[src/rtl/prng_pkg.sv]
// Shared definitions for the bounded-random sampling path.
// Contents:
//   DefaultWidth  - default data width of random words, bounds and outputs
//   MaskCalcWidth - widest bound calc_mask can handle
//   state_e       - sampler control states (CFG, RUN)
//   calc_mask     - smallest all-ones mask covering bound-1 (all-ones when bound is 0)
package prng_pkg;

   localparam int unsigned DefaultWidth  = 32;
   localparam int unsigned MaskCalcWidth = 64;

   typedef enum logic [0:0] {
      CFG,
      RUN
   } state_e;

   // Fold every set bit of bound-1 downwards, which gives the smallest 2^k-1 >= bound-1.
   function automatic logic [MaskCalcWidth-1:0] calc_mask(input logic [MaskCalcWidth-1:0] bound);
      logic [MaskCalcWidth-1:0] m;
      if (bound == '0) begin
         return '1;
      end
      m = bound - MaskCalcWidth'(1);
      m = m | (m >> 1);
      m = m | (m >> 2);
      m = m | (m >> 4);
      m = m | (m >> 8);
      m = m | (m >> 16);
      m = m | (m >> 32);
      return m;
   endfunction

endpackage

[src/rtl/rand_fifo.sv]
// Synchronous FIFO holding accepted sample values.
// Ports:
//   clk, rst          - clock, synchronous active-high reset
//   push, push_data   - write request and data (ignored when full)
//   pop               - read request (ignored when empty)
//   flush             - empty the FIFO; overrides push and pop
//   full, empty       - occupancy flags
//   count             - number of stored entries, 0..FIFO_DEPTH
//   head_data         - oldest entry; holds the last head value while empty
module rand_fifo #(
   parameter int unsigned WIDTH      = 32,
   parameter int unsigned FIFO_DEPTH = 4
) (
   input  logic                        clk,
   input  logic                        rst,
   input  logic                        push,
   input  logic [WIDTH-1:0]            push_data,
   input  logic                        pop,
   input  logic                        flush,
   output logic                        full,
   output logic                        empty,
   output logic [$clog2(FIFO_DEPTH):0] count,
   output logic [WIDTH-1:0]            head_data
);

   localparam int unsigned PtrW = $clog2(FIFO_DEPTH);
   localparam int unsigned CntW = PtrW + 1;

   logic [WIDTH-1:0] mem_q [FIFO_DEPTH];
   logic [PtrW-1:0]  wr_ptr_q, rd_ptr_q;
   logic [CntW-1:0]  count_q;
   logic [WIDTH-1:0] hold_q;
   logic             do_push, do_pop;

   assign full      = (count_q == CntW'(FIFO_DEPTH));
   assign empty     = (count_q == '0);
   assign do_push   = push && !full && !flush;
   assign do_pop    = pop && !empty && !flush;
   assign count     = count_q;
   // hold_q keeps the most recent head so the output does not show stale slots when empty.
   assign head_data = empty ? hold_q : mem_q[rd_ptr_q];

   always_ff @(posedge clk) begin
      if (do_push) begin
         mem_q[wr_ptr_q] <= push_data;
      end
   end

   always_ff @(posedge clk) begin
      if (rst) begin
         wr_ptr_q <= '0;
         rd_ptr_q <= '0;
         count_q  <= '0;
         hold_q   <= '0;
      end else if (flush) begin
         wr_ptr_q <= '0;
         rd_ptr_q <= '0;
         count_q  <= '0;
         if (!empty) begin
            hold_q <= mem_q[rd_ptr_q];
         end
      end else begin
         if (do_push) begin
            wr_ptr_q <= wr_ptr_q + PtrW'(1);
         end
         if (do_pop) begin
            hold_q   <= mem_q[rd_ptr_q];
            rd_ptr_q <= rd_ptr_q + PtrW'(1);
         end
         case ({do_push, do_pop})
            2'b10:   count_q <= count_q + CntW'(1);
            2'b01:   count_q <= count_q - CntW'(1);
            default: ;
         endcase
      end
   end

endmodule

[src/rtl/rand_range_sampler.sv]
// Maps raw 32-bit random words to uniform values in [0, bound) by power-of-two
// masking plus rejection, buffering accepted values in a small FIFO.
// Ports:
//   clk, rst            - clock, synchronous active-high reset
//   bound_wr, bound_in  - strobe loading a new exclusive bound (0 = full range)
//   in_valid, in_data   - random word from the generator stage
//   in_ready            - word consumed when in_valid && in_ready
//   out_valid, out_data - FIFO head
//   out_ready           - downstream pop
//   reject_count        - saturating count of rejected words since reset / bound write
module rand_range_sampler
   import prng_pkg::*;
#(
   parameter int unsigned WIDTH      = DefaultWidth,
   parameter int unsigned FIFO_DEPTH = 4,
   parameter int unsigned CNT_WIDTH  = 16
) (
   input  logic                 clk,
   input  logic                 rst,
   input  logic                 bound_wr,
   input  logic [WIDTH-1:0]     bound_in,
   input  logic                 in_valid,
   input  logic [WIDTH-1:0]     in_data,
   output logic                 in_ready,
   output logic                 out_valid,
   output logic [WIDTH-1:0]     out_data,
   input  logic                 out_ready,
   output logic [CNT_WIDTH-1:0] reject_count
);

   state_e                      state_q, state_d;
   logic [WIDTH-1:0]            bound_q;
   logic [WIDTH-1:0]            mask_q;
   logic [CNT_WIDTH-1:0]        reject_q;
   logic [WIDTH-1:0]            cand;
   logic                        in_hs, accept;
   logic                        fifo_full, fifo_empty;
   logic [$clog2(FIFO_DEPTH):0] fifo_count;
   logic                        unused_fifo_count;

   assign unused_fifo_count = ^fifo_count;

   // A bound write pre-empts any input handshake in the same cycle.
   assign in_ready     = (state_q == RUN) && !fifo_full && !bound_wr;
   assign in_hs        = in_valid && in_ready;
   assign cand         = in_data & mask_q;
   assign accept       = (bound_q == '0) || (cand < bound_q);
   assign out_valid    = !fifo_empty;
   assign reject_count = reject_q;

   always_comb begin
      state_d = state_q;
      if (bound_wr) begin
         state_d = CFG;
      end else if (state_q == CFG) begin
         state_d = RUN;
      end
   end

   always_ff @(posedge clk) begin
      if (rst) begin
         state_q <= CFG;
      end else begin
         state_q <= state_d;
      end
   end

   always_ff @(posedge clk) begin
      if (rst) begin
         bound_q  <= '0;
         mask_q   <= '1;
         reject_q <= '0;
      end else begin
         if (bound_wr) begin
            bound_q <= bound_in;
         end
         // Mask follows the bound register only while configuring; a bound write
         // landing in CFG re-enters CFG, so the new bound is captured next cycle.
         if (state_q == CFG) begin
            mask_q <= WIDTH'(calc_mask(MaskCalcWidth'(bound_q)));
         end
         if (bound_wr) begin
            reject_q <= '0;
         end else if (in_hs && !accept && (reject_q != {CNT_WIDTH{1'b1}})) begin
            reject_q <= reject_q + CNT_WIDTH'(1);
         end
      end
   end

   rand_fifo #(
      .WIDTH      (WIDTH),
      .FIFO_DEPTH (FIFO_DEPTH)
   ) u_fifo (
      .clk       (clk),
      .rst       (rst),
      .push      (in_hs && accept),
      .push_data (cand),
      .pop       (out_ready),
      .flush     (bound_wr),
      .full      (fifo_full),
      .empty     (fifo_empty),
      .count     (fifo_count),
      .head_data (out_data)
   );

endmodule
[config.mk]
export PLATFORM = sky130hd
export DESIGN_NAME = rand_range_sampler
export DESIGN_NICKNAME = d
export VERILOG_FILES = /design/src/rtl/prng_pkg.sv /design/src/rtl/rand_fifo.sv /design/src/rtl/rand_range_sampler.sv
export SDC_FILE = /design/constraint.sdc
export NUM_CORES = 1
export LEC_CHECK = 0
export BUFFER_PORTS_ARGS = -buffer_cell sky130_fd_sc_hd__buf_2
export CAP_MARGIN = 15
export CORE_MARGIN = 4
export CORE_UTILIZATION = 41
export CTS_CLUSTER_SIZE = 24
export DETAILED_ROUTE_END_ITERATION = 7
export PLACE_DENSITY_LB_ADDON = 0.25
export SLEW_MARGIN = 5
export SYNTH_ARGS = -nofsm -noshare
export SYNTH_HDL_FRONTEND = slang
export SYNTH_SLANG_ARGS = --single-unit
[constraint.sdc]
create_clock -name clk -period 7.38 [get_ports clk]
set_input_delay 0.369 -clock clk [delete_from_list [all_inputs] [get_ports clk]]
set_output_delay 0.369 -clock clk [all_outputs]
set_load 0.005 [all_outputs]
==> flow_summary.toml, run 1 <==
[cts]
cts_made_buffers = 27
clkSinkCount = 250
insertion_delay_ns = 0.54
ctsHoldBuffers = 0
cts_repair_resize_count = 0
post_cts_buffers = 0
root_buffer = "clkbuf_16"
cts_buffer_depth = 3
clk_pin_slew_ns = 0.06
tritoncts = "built"
h-tree-depth = 1

[timing]
fin_skew_ns = 0.01399
setup_tns_ns = 0
final.period_utilization_pct = 53.00
hold_viol = 0
min_period_ns = 3.912
slew_headroom_pct = 22.65
worst_pin_slew_ns = 1.153
rsz0062_at_grt = "no"
drv_slew = 0
fmax_mhz = 255.6
setup_viol = 0

[worst_setup_path]
required_ns = 7.60
crit_fanout = 18
cp_common_cell = "or4_1"
crit_slowest_cell = "and2_1"
start_kind = "register"
critPathMaxStageDelay_ns = 0.70
crit_chain = "or4_1, or4_1, nor3_2, nand2_1, o211ai_1, and3b_1, and2_1, buf_4"
crit_type = "reg2reg"
worstSetupEndpointType = "register"
arrival_ns = 4.13

[placement]
gp_congestion = 0.8459
dp_hpwl_mm = 20.29
io_buffer_count = 118
placed_area_um2 = 12750

[power]
ir_drop_uv = 146.6
power.density_nw_per_um2 = 236.8
internal_power_mw = 2.457
switching_share_pct = 24.11
fin_total_pwr_mw = 3.238
total_leakage_power_nw = 5.134
clkPwrFrac_pct = 43.5
combPwrFrac_pct = 9.8
pwr-share-seq_pct = 46.7
switchingPower_uw = 780.8

[synthesis]
synth_cells = 1054
yosys_warnings = 0
syn_avg_cell_area_um2 = 11.18
synth_nets = 1163
yosysUniqueCellTypes = 71
synth_area_um2 = 11780
synth_edf_count = 128
synth-seq-area-share_pct = 53.37
async_flop_share_pct = 0
synth_commonest_cells = "edfxtp_1, dfxtp_1, nand2_1"
ys_ff_latch = 250
yosys.area.top_type_share_pct = 32.63
synth.most_common_cell = "edfxtp_1"
dominantRegCellSynth = "edfxtp_1"
synthTopCellsByArea = "edfxtp_1, dfxtp_1, mux4_2"
synth_top_area_cell = "edfxtp_1"

[final_layout]
final.fill_count = 2591
area_growth_pct = 16.11
drive_above_1_share_pct = 22.45
final_area_um2 = 13680
nets = 1273

[floorplanning]
dieHeight_um = 177.5
die_area_um2 = 31500
num_io_pins = 119
initial_core_util_pct = 41.94
core_area_um2 = 28090
num_rows = 61
die_x_um = 177.5

[drt]
viasPerCell = 5.368
drt_iter0_drc = 523
wl_mm = 28.65
num_vias = 8396
drc_errors = 0
wire_per_inst_um = 18.32
antenna_left = 0
firstDrtPassIters = 5

[global_route]
grt_antenna_before_repair = 0
grt_max_degree = 76
grt_pass1_wl_mm = 45.31
track_usage_pct = 18.05
first_global_vias = 8277
overflow = 0

[run]
cap_violations = 0

[run_status]
status = "complete, no violations"

[hold_path]
hold_class = "in2reg"
layout by cell type, fill, tap and decap left out, types with 4 or more instances in the layout:
cell	count
a211oi_1	4
a21o_1	18
a21oi_1	61
a31o_2	7
a31oi_1	7
a41o_1	4
and2_1	40
and3_1	11
buf_2	118
buf_4	10
bufinv_16	5
clkbuf_1	5
clkbuf_16	27
clkinv_2	5
dfxtp_1	120
edfxtp_1	128
ha_1	39
inv_1	41
mux2_2	32
mux2i_1	38
mux4_2	32
nand2_1	117
nand2b_1	4
nand3_1	25
nand4_1	17
nor2_1	89
nor3_1	25
nor4_1	17
o211ai_1	5
o21ai_0	19
o21ai_1	6
o31ai_1	4
o32ai_1	5
or2_2	4
or3_1	6
or4_1	6
xnor2_1	22
critical path, delay by kind of cell, from the launching register on:
family	cells	cell delay (ns)
and+or+nand+nor	6	2.73
buffers and inverters	1	0.40
DFF	1	0.36
AOI/OAI and AO/OA	1	0.10
kinds of logic (layout without fill, tap and decap cells):
kind of cell               Yosys count  in the layout  synth area share (%)
and+or+nand+nor                    379            379                 15.89
DFF                                250            250                 53.37
AOI/OAI and AO/OA                  167            167                 9.178
muxes                              102            102                 12.41
buffers and inverters               91            222                 2.985
adders and majority gates           40             40                 4.313
xor gates and xnor gates            25             25                 1.859
other                                0              1                     0
cell type report:
type,instances,area [um2],share of cell area [%]
well taps,378,473.0,3.458
clock buffers,32,694.4,5.077
clock inverters,18,232.7,1.702
flip-flops and latches,250,6289,45.98
repair buffers,128,665.6,4.867
diodes,1,2.502,0.01830
inverters,44,165.2,1.208
multi-input cells,713,5155,37.69
state kept, by name, summed over array words and instances (netlist names), named ones only:
register	cells
reject_count	16
bound_q	32
state_q	1
u_fifo.hold_q	32
u_fifo.mem_q	128
u_fifo.count	3
u_fifo.wr_ptr_q	2
u_fifo.rd_ptr_q	2
mask_q	32
power by group through the flow:
stage | clock network (mW) | registers (mW) | logic (mW)
after global routing | 1.50 | 1.51 | 0.351
after global placement | 0 | 1.54 | 0.312
final | 1.41 | 1.51 | 0.317
after detailed placement | 0 | 1.54 | 0.315
after floorplan | 0 | 1.53 | 0.225
after CTS | 1.44 | 1.51 | 0.316
per-layer routing:
layer / share of wire, % / vias to the layer above / GRT usage, % / wire length, um
li1: - / 4105 / - / -
met1: 47 / 4011 / 26.13 / 13340
met2: 46 / 239 / 28.82 / 13070
met3: 5.8 / 41 / 2.663 / 1674
met4: 2.0 / 0 / 4.189 / 566
met5: 0 / - / 0 / 0
stage by stage:
stage	hold slack [ns]	cells	setup slack (ns)	util (%)
floorplan	0.4180	1054	3.899	-
global placement	0.4314	1513	3.554	45.38
detailed placement	0.4374	1513	3.445	45.38
CTS	0.04874	1563	3.440	48.69
global route	0.05685	1563	3.213	48.69
finish	0.06539	1564	3.468	48.69
final timing paths:
kind,startpoint,to,slack [ns],cells past startpoint
setup reg to reg,bound_q[19],u_fifo.mem_q[2][1],3.47,8
hold / removal,bound_in[23],bound_q[23],0.07,3
setup / recovery,bound_q[19],u_fifo.mem_q[2][1],3.47,8
hold reg to reg,mask_q[31],mask_q[31],0.45,2
No activity file was read; power rests on OpenSTA's default activity.
==> run 2, diff against run 1 <==
--- a/config.mk
+++ b/config.mk
@@ -5,6 +5,7 @@
 export SDC_FILE = /design/constraint.sdc
 export NUM_CORES = 1
 export LEC_CHECK = 0
+export ABC_AREA = 1
 export BUFFER_PORTS_ARGS = -buffer_cell sky130_fd_sc_hd__buf_2
 export CAP_MARGIN = 15
 export CORE_MARGIN = 4
==> constraint.sdc (replaced) <==
create_clock -name clk -period 3.2 [get_ports clk]
set_input_delay 0.16 -clock clk [delete_from_list [all_inputs] [get_ports clk]]
set_output_delay 0.16 -clock clk [all_outputs]
set_load 0.005 [all_outputs]
==> run 2 against run 1 <==
  * Final area rose by 6.7%
  * Global-route usage grew 1.6 points
  * Core utilization rose by 0.68 points
  * Wire length is 16% higher
  * Area after synthesis up 4.2%
  * Largest power group unchanged
  * Power rose by 130%
  * Clock skew down 0.0069 ns
  * Synthesized cell count rose by 38%
  * Critical path type is now in2reg
==> flow_summary.toml, run 2 <==
[power]
ir_drop_uv = 360.8
total_leakage_power_nw = 6.009
power.density_nw_per_um2 = 507.1

[worst_setup_path]
worstSetupEndpointType = "register"
required_ns = 3.62
critPathMaxStageDelay_ns = 0.55
crit_slowest_cell = "dlygate4sd3_1"
start_kind = "input port"
arrival_ns = 3.37
crit_chain = "dlygate4sd3_1, buf_2, nand2_1, inv_1, ha_1, nand2_1, nor2_2, nand4_1, nor4_2, buf_4, nand2_1, nand2_1, nand2_1, nand2_2, ha_1, inv_1, fa_2, a21oi_1, o21ai_1, o21ai_0, a21oi_1"
crit_type = "in2reg"
timing.critical_path.buf_inv = 5
crit_family = "simple AND/OR/NAND/NOR gates"
cp_common_cell = "nand2_1"
crit_fanout = 5

[final_layout]
drive_above_1_share_pct = 15.42
nets = 1705
antennaDiodeCount = 0
final_cell_count_no_fill = 2005
largest_register_ff_count = 128
area_growth_pct = 18.95
final_common_cell = "nand2_1"
most-common-layout-cells = "nand2_1, a21oi_1, nor2_1"
final_area_um2 = 14600
regMostFlops = "u_fifo.mem_q"

[cts]
tritoncts = "built"
insertion_delay_ns = 0.53
h-tree-depth = 1
cts_buffer_depth = 3
root_buffer = "clkbuf_16"
clkSinkCount = 250
clk_pin_slew_ns = 0.07
post_cts_buffers = 0
cts_made_buffers = 27

[floorplanning]
die_area_um2 = 32760
num_io_pins = 119
initial_core_util_pct = 41.51
num_rows = 63
core_area_um2 = 29560
die_x_um = 181.0
dieHeight_um = 181.0

[global_route]
gr-usage-met3_pct = 2.577
grt_antenna_before_repair = 0
grt_use_met1_pct = 27.79
grt_max_degree = 66
track_usage_pct = 19.60
first_global_vias = 9671
grt_pass1_wl_mm = 52.08
busiest_layer = "met2"
grtUsageMet2_pct = 31.72
overflow = 0

[synthesis]
dominantRegCellSynth = "edfxtp_1"
synth-seq-area-share_pct = 51.23
synth.most_common_cell = "nand2_1"
yosys.area.top_type_share_pct = 31.32
synth_area_um2 = 12270
synth_top_area_cell = "edfxtp_1"
syn_avg_cell_area_um2 = 8.457
yosysUniqueCellTypes = 47
synth_nets = 1560
yosys_warnings = 0
synth_cells = 1451
synth_commonest_cells = "nand2_1, a21oi_1, nor2_1"
ys_ff_latch = 250
synthTopCellsByArea = "edfxtp_1, dfxtp_1, nand2_1"
synth_edf_count = 128
async_flop_share_pct = 0

[timing]
hold_viol = 0
final.period_utilization_pct = 92.22
fmax_mhz = 338.9
drv_slew = 0
worst_pin_slew_ns = 0.6858
min_period_ns = 2.951
fin_ws_ns = 0.2491
fin_skew_ns = 0.007057
rsz0062_at_grt = "no"
slew_headroom_pct = 54.28
setup_viol = 0

[drt]
antenna_left = 0
wl_mm = 33.14
num_vias = 10291
drt_iter0_drc = 729
firstDrtPassIters = 7
drc_errors = 0
wire_per_inst_um = 16.53
viasPerCell = 5.133

[hold_path]
hold_class = "in2reg"

[placement]
dp_cells = 1923
io_buffer_count = 118
placed_area_um2 = 13360
gp_congestion = 0.9209
pre_cts_ws_ns = 0.2446
dp_hpwl_mm = 23.85

[run]
cap_violations = 0

[run_status]
status = "complete, no violations"
[run 2: worst register-to-register path: stages, from the launching register on]
cell and delay, ns:
dfxtp_1 0.31, nand2_1 0.05, inv_1 0.08, ha_1 0.30, nand2_1 0.08, nor2_2 0.12, nand4_1 0.16, nor4_2 0.26
buf_4 0.16, nand2_1 0.06, nand2_1 0.09, nand2_1 0.10, nand2_2 0.08, ha_1 0.13, inv_1 0.07, fa_2 0.34
a21oi_1 0.14, o21ai_1 0.09, o21ai_0 0.15, a21oi_1 0.05
[run 2: path summary, 6_finish.rpt]
check | to | slack [ns] | depth (start not counted) | start
worst max-delay path | u_fifo.count[2] | 0.25 | 21 | in_data[31]
worst max register to register | u_fifo.count[2] | 0.26 | 19 | mask_q[31]
worst min register to register | mask_q[31] | 0.46 | 2 | mask_q[31]
worst min-delay path | u_fifo.mem_q[1][28] | 0.04 | 3 | in_data[28]
[run 2: cell families after synthesis]
family                     count (synthesis)  share of synthesized area (%)
xor gates and xnor gates                  29                          2.192
DFF                                      250                          51.23
muxes                                      1                        0.08158
and+or+nand+nor                          639                          22.30
adders and majority gates                 40                          4.140
buffers and inverters                    188                          5.965
AOI/OAI and AO/OA                        304                          14.09
[run 2: cell type report]
class	count	area, um2
Clock buffer	29	683.2
Clock inverter	19	197.7
Fill cell	2816	14960
Inverter	125	470.5
Multi-Input combinational cell	1013	5285
Sequential cell	250	6287
Tap cell	390	488.0
Timing Repair Buffer	179	1184
[run 2: power breakdown]
| group | leakage, nW | internal [mW] | switching, mW |
|---|---|---|---|
| Clock | 0.427 | 1.80 | 1.30 |
| Combinational | 3.43 | 0.280 | 0.547 |
| Sequential | 2.15 | 3.43 | 0.0410 |
[run 2: what timing repair did]
item,CTS,global route
hold buffers,34,0
setup endpoints to repair,0,1
hold endpoints to repair,40,0
gates resized for setup,0,6
[run 2: per-stage QoR]
step           utilization, %  setup TNS (ns)  hold slack (ns)  total power, mW
6_report                49.38               0          0.04364            7.401
5_1_grt                 49.38               0          0.02518            7.732
3_5_place_dp            45.20               0           0.4458            4.330
4_1_cts                 49.33               0          0.02214            7.463
3_3_place_gp            45.20               0           0.4375            4.321
2_1_floorplan               -          -19.96           0.3518            4.063
[run 2: metal layers]
layer / share of wire [%] / up-vias
met3: 4.9 / 51
met4: 2.6 / 0
met1: 47 / 4793
li1: - / 5193
met5: 0 / -
met2: 46 / 254
==> run 3, diff against run 2 <==
--- a/config.mk
+++ b/config.mk
@@ -12,7 +12,7 @@
 export CORE_UTILIZATION = 41
 export CTS_CLUSTER_SIZE = 24
 export DETAILED_ROUTE_END_ITERATION = 7
-export PLACE_DENSITY_LB_ADDON = 0.25
+export PLACE_DENSITY_LB_ADDON = 0.05
 export SLEW_MARGIN = 5
 export SYNTH_ARGS = -nofsm -noshare
 export SYNTH_HDL_FRONTEND = slang
==> run 3 against run 2 <==
  * Power shrank 0.38%
  * Final area grew 0.12%
  * Critical endpoint unchanged
  * Worst hold slack lost 0.025 ns
  * First-iteration DRC count shrank 11%
  * Global-route usage grew 0.76 points
  * Clock power is essentially flat
  * Combinational power is essentially flat
  * Highest routed layer unchanged
  * Sequential cell count is the same
  * Non-clock buffer count shrank 2
  * Fmax is essentially flat
  * Clock skew grew 0.0084 ns
  * Sequential share of layout area shrank 0.052 points
==> flow_summary.toml, run 3 (synthesis results as in run 2) <==
[run_status]
status = "complete, no violations"

[drt]
num_vias = 10118
viasPerCell = 5.041
firstDrtPassIters = 6
wl_mm = 34.02
drt_iter0_drc = 649
drc_errors = 0
antenna_left = 0
wire_per_inst_um = 16.95

[final_layout]
drive_above_1_share_pct = 15.58
largest_register_ff_count = 128
final.fill_count = 2876
most-common-layout-cells = "nand2_1, a21oi_1, nor2_1"
multi_input_area_um2 = 5301
area_growth_pct = 19.09
regArea_um2 = 6287
nets = 1704
final_area_um2 = 14610
regMostFlops = "u_fifo.mem_q"
final_common_cell = "nand2_1"
antennaDiodeCount = 0

[timing]
fmax_mhz = 339.0
drv_slew = 0
fin_ws_ns = 0.2502
setup_viol = 0
fin_skew_ns = 0.01549
final.period_utilization_pct = 92.18
min_period_ns = 2.950
worst_pin_slew_ns = 0.5889
slew_headroom_pct = 60.60
hold_viol = 0

[floorplanning]
num_rows = 63
die_area_um2 = 32760
num_io_pins = 119
die_x_um = 181.0
initial_core_util_pct = 41.51
dieHeight_um = 181.0
core_area_um2 = 29560

[cts]
insertion_delay_ns = 0.54
h-tree-depth = 1
root_buffer = "clkbuf_16"
tritoncts = "built"
clk_pin_slew_ns = 0.06
post_cts_buffers = 0
cts_buffer_depth = 3
clkSinkCount = 250
cts_made_buffers = 28

[power]
fin_total_pwr_mw = 7.373
clkPwrFrac_pct = 41.7
ir_drop_uv = 369.8
power.density_nw_per_um2 = 504.5
switching_share_pct = 25.23
internal_power_mw = 5.512
switchingPower_mw = 1.860
combPwrFrac_pct = 11.2
total_leakage_power_nw = 6.027
pwr-share-seq_pct = 47.1

[global_route]
grt_use_met1_pct = 28.29
grt_pass1_wl_mm = 53.95
track_usage_pct = 20.36
grt_max_degree = 66
overflow = 0
busiest_layer = "met2"
grt_antenna_before_repair = 0
gr-usage-met3_pct = 2.839
first_global_vias = 9778
grtUsageMet2_pct = 34.28

[worst_setup_path]
arrival_ns = 3.37
regToRegSetupSlack_ns = 0.25
start_kind = "register"
worstSetupEndpointType = "register"
critPathMaxStageDelay_ns = 0.35
crit_slowest_cell = "fa_2"
required_ns = 3.62
crit_chain = "nand2_1, inv_1, ha_4, nand2_1, nor2_2, nand4_1, nor4_2, buf_4, nand2_1, nand2_2, nand2_1, nand2_1, ha_1, inv_1, fa_2, a21oi_2, o21ai_1, o21ai_0, a21oi_1"
crit_type = "reg2reg"
crit_fanout = 5
cp_common_cell = "nand2_1"

[hold_path]
hold_class = "in2reg"

[run]
cap_violations = 0

[placement]
io_buffer_count = 118
pre_cts_ws_ns = 0.1984
gp_congestion = 0.8660
placed_area_um2 = 13370
dp_hpwl_mm = 24.43
## run 3: critical path: cells and delay by family (launching register included)
kind            cells  cell delay (ns)
fa+ha+maj           3             0.79
buf+inv             3             0.32
compound gates      4             0.41
simple gates        9             1.00
flops               1             0.31
## run 3: cell type report
class,count,share of cell area (%)
clock buffers,41,5.720
inverters,125,3.219
flip-flops and latches,250,43.03
clock inverters,11,0.3682
well taps,390,3.339
multi-input cells,1013,36.28
repair buffers,177,8.049
## run 3: worst paths after layout
| kind | startpoint | to | cells past startpoint |
|---|---|---|---|
| max | mask_q[31] | u_fifo.count[2] | 19 |
| min | in_data[29] | u_fifo.mem_q[1][29] | 3 |
| max reg2reg | mask_q[31] | u_fifo.count[2] | 19 |
| min reg2reg | mask_q[28] | mask_q[28] | 2 |
## run 3: through the flow
| step | TNS, ns | util [%] | std cells | hold slack, ns |
|---|---|---|---|---|
| floorplan | -19.96 | - | 1451 | 0.3518 |
| global placement | 0 | 45.24 | 1923 | 0.4385 |
| detailed placement | 0 | 45.24 | 1923 | 0.4406 |
| CTS | 0 | 49.33 | 2007 | 0.001390 |
| global route | -0.01532 | 49.43 | 2007 | 0.01758 |
| finish | 0 | 49.43 | 2007 | 0.01845 |
## run 3: power groups by stage
stage / clock, mW / sequential (mW) / combinational [mW]
2_1_floorplan: 0 / 3.53 / 0.531
3_5_place_dp: 0 / 3.54 / 0.793
4_1_cts: 3.15 / 3.47 / 0.827
3_3_place_gp: 0 / 3.54 / 0.791
6_report: 3.07 / 3.47 / 0.828
5_1_grt: 3.31 / 3.48 / 0.941
## run 3: what timing repair did
item,4_1_cts,5_1_grt
hold buffers,32,0
hold endpoints to repair,32,0
setup endpoints to repair,0,1
resized for setup,0,7
## run 3: per-layer routing
| layer | vias up | wire length, um |
|---|---|---|
| met5 | - | 0 |
| met4 | 0 | 553 |
| met3 | 30 | 1360 |
| met2 | 168 | 16060 |
| met1 | 4725 | 16050 |
| li1 | 5195 | - |
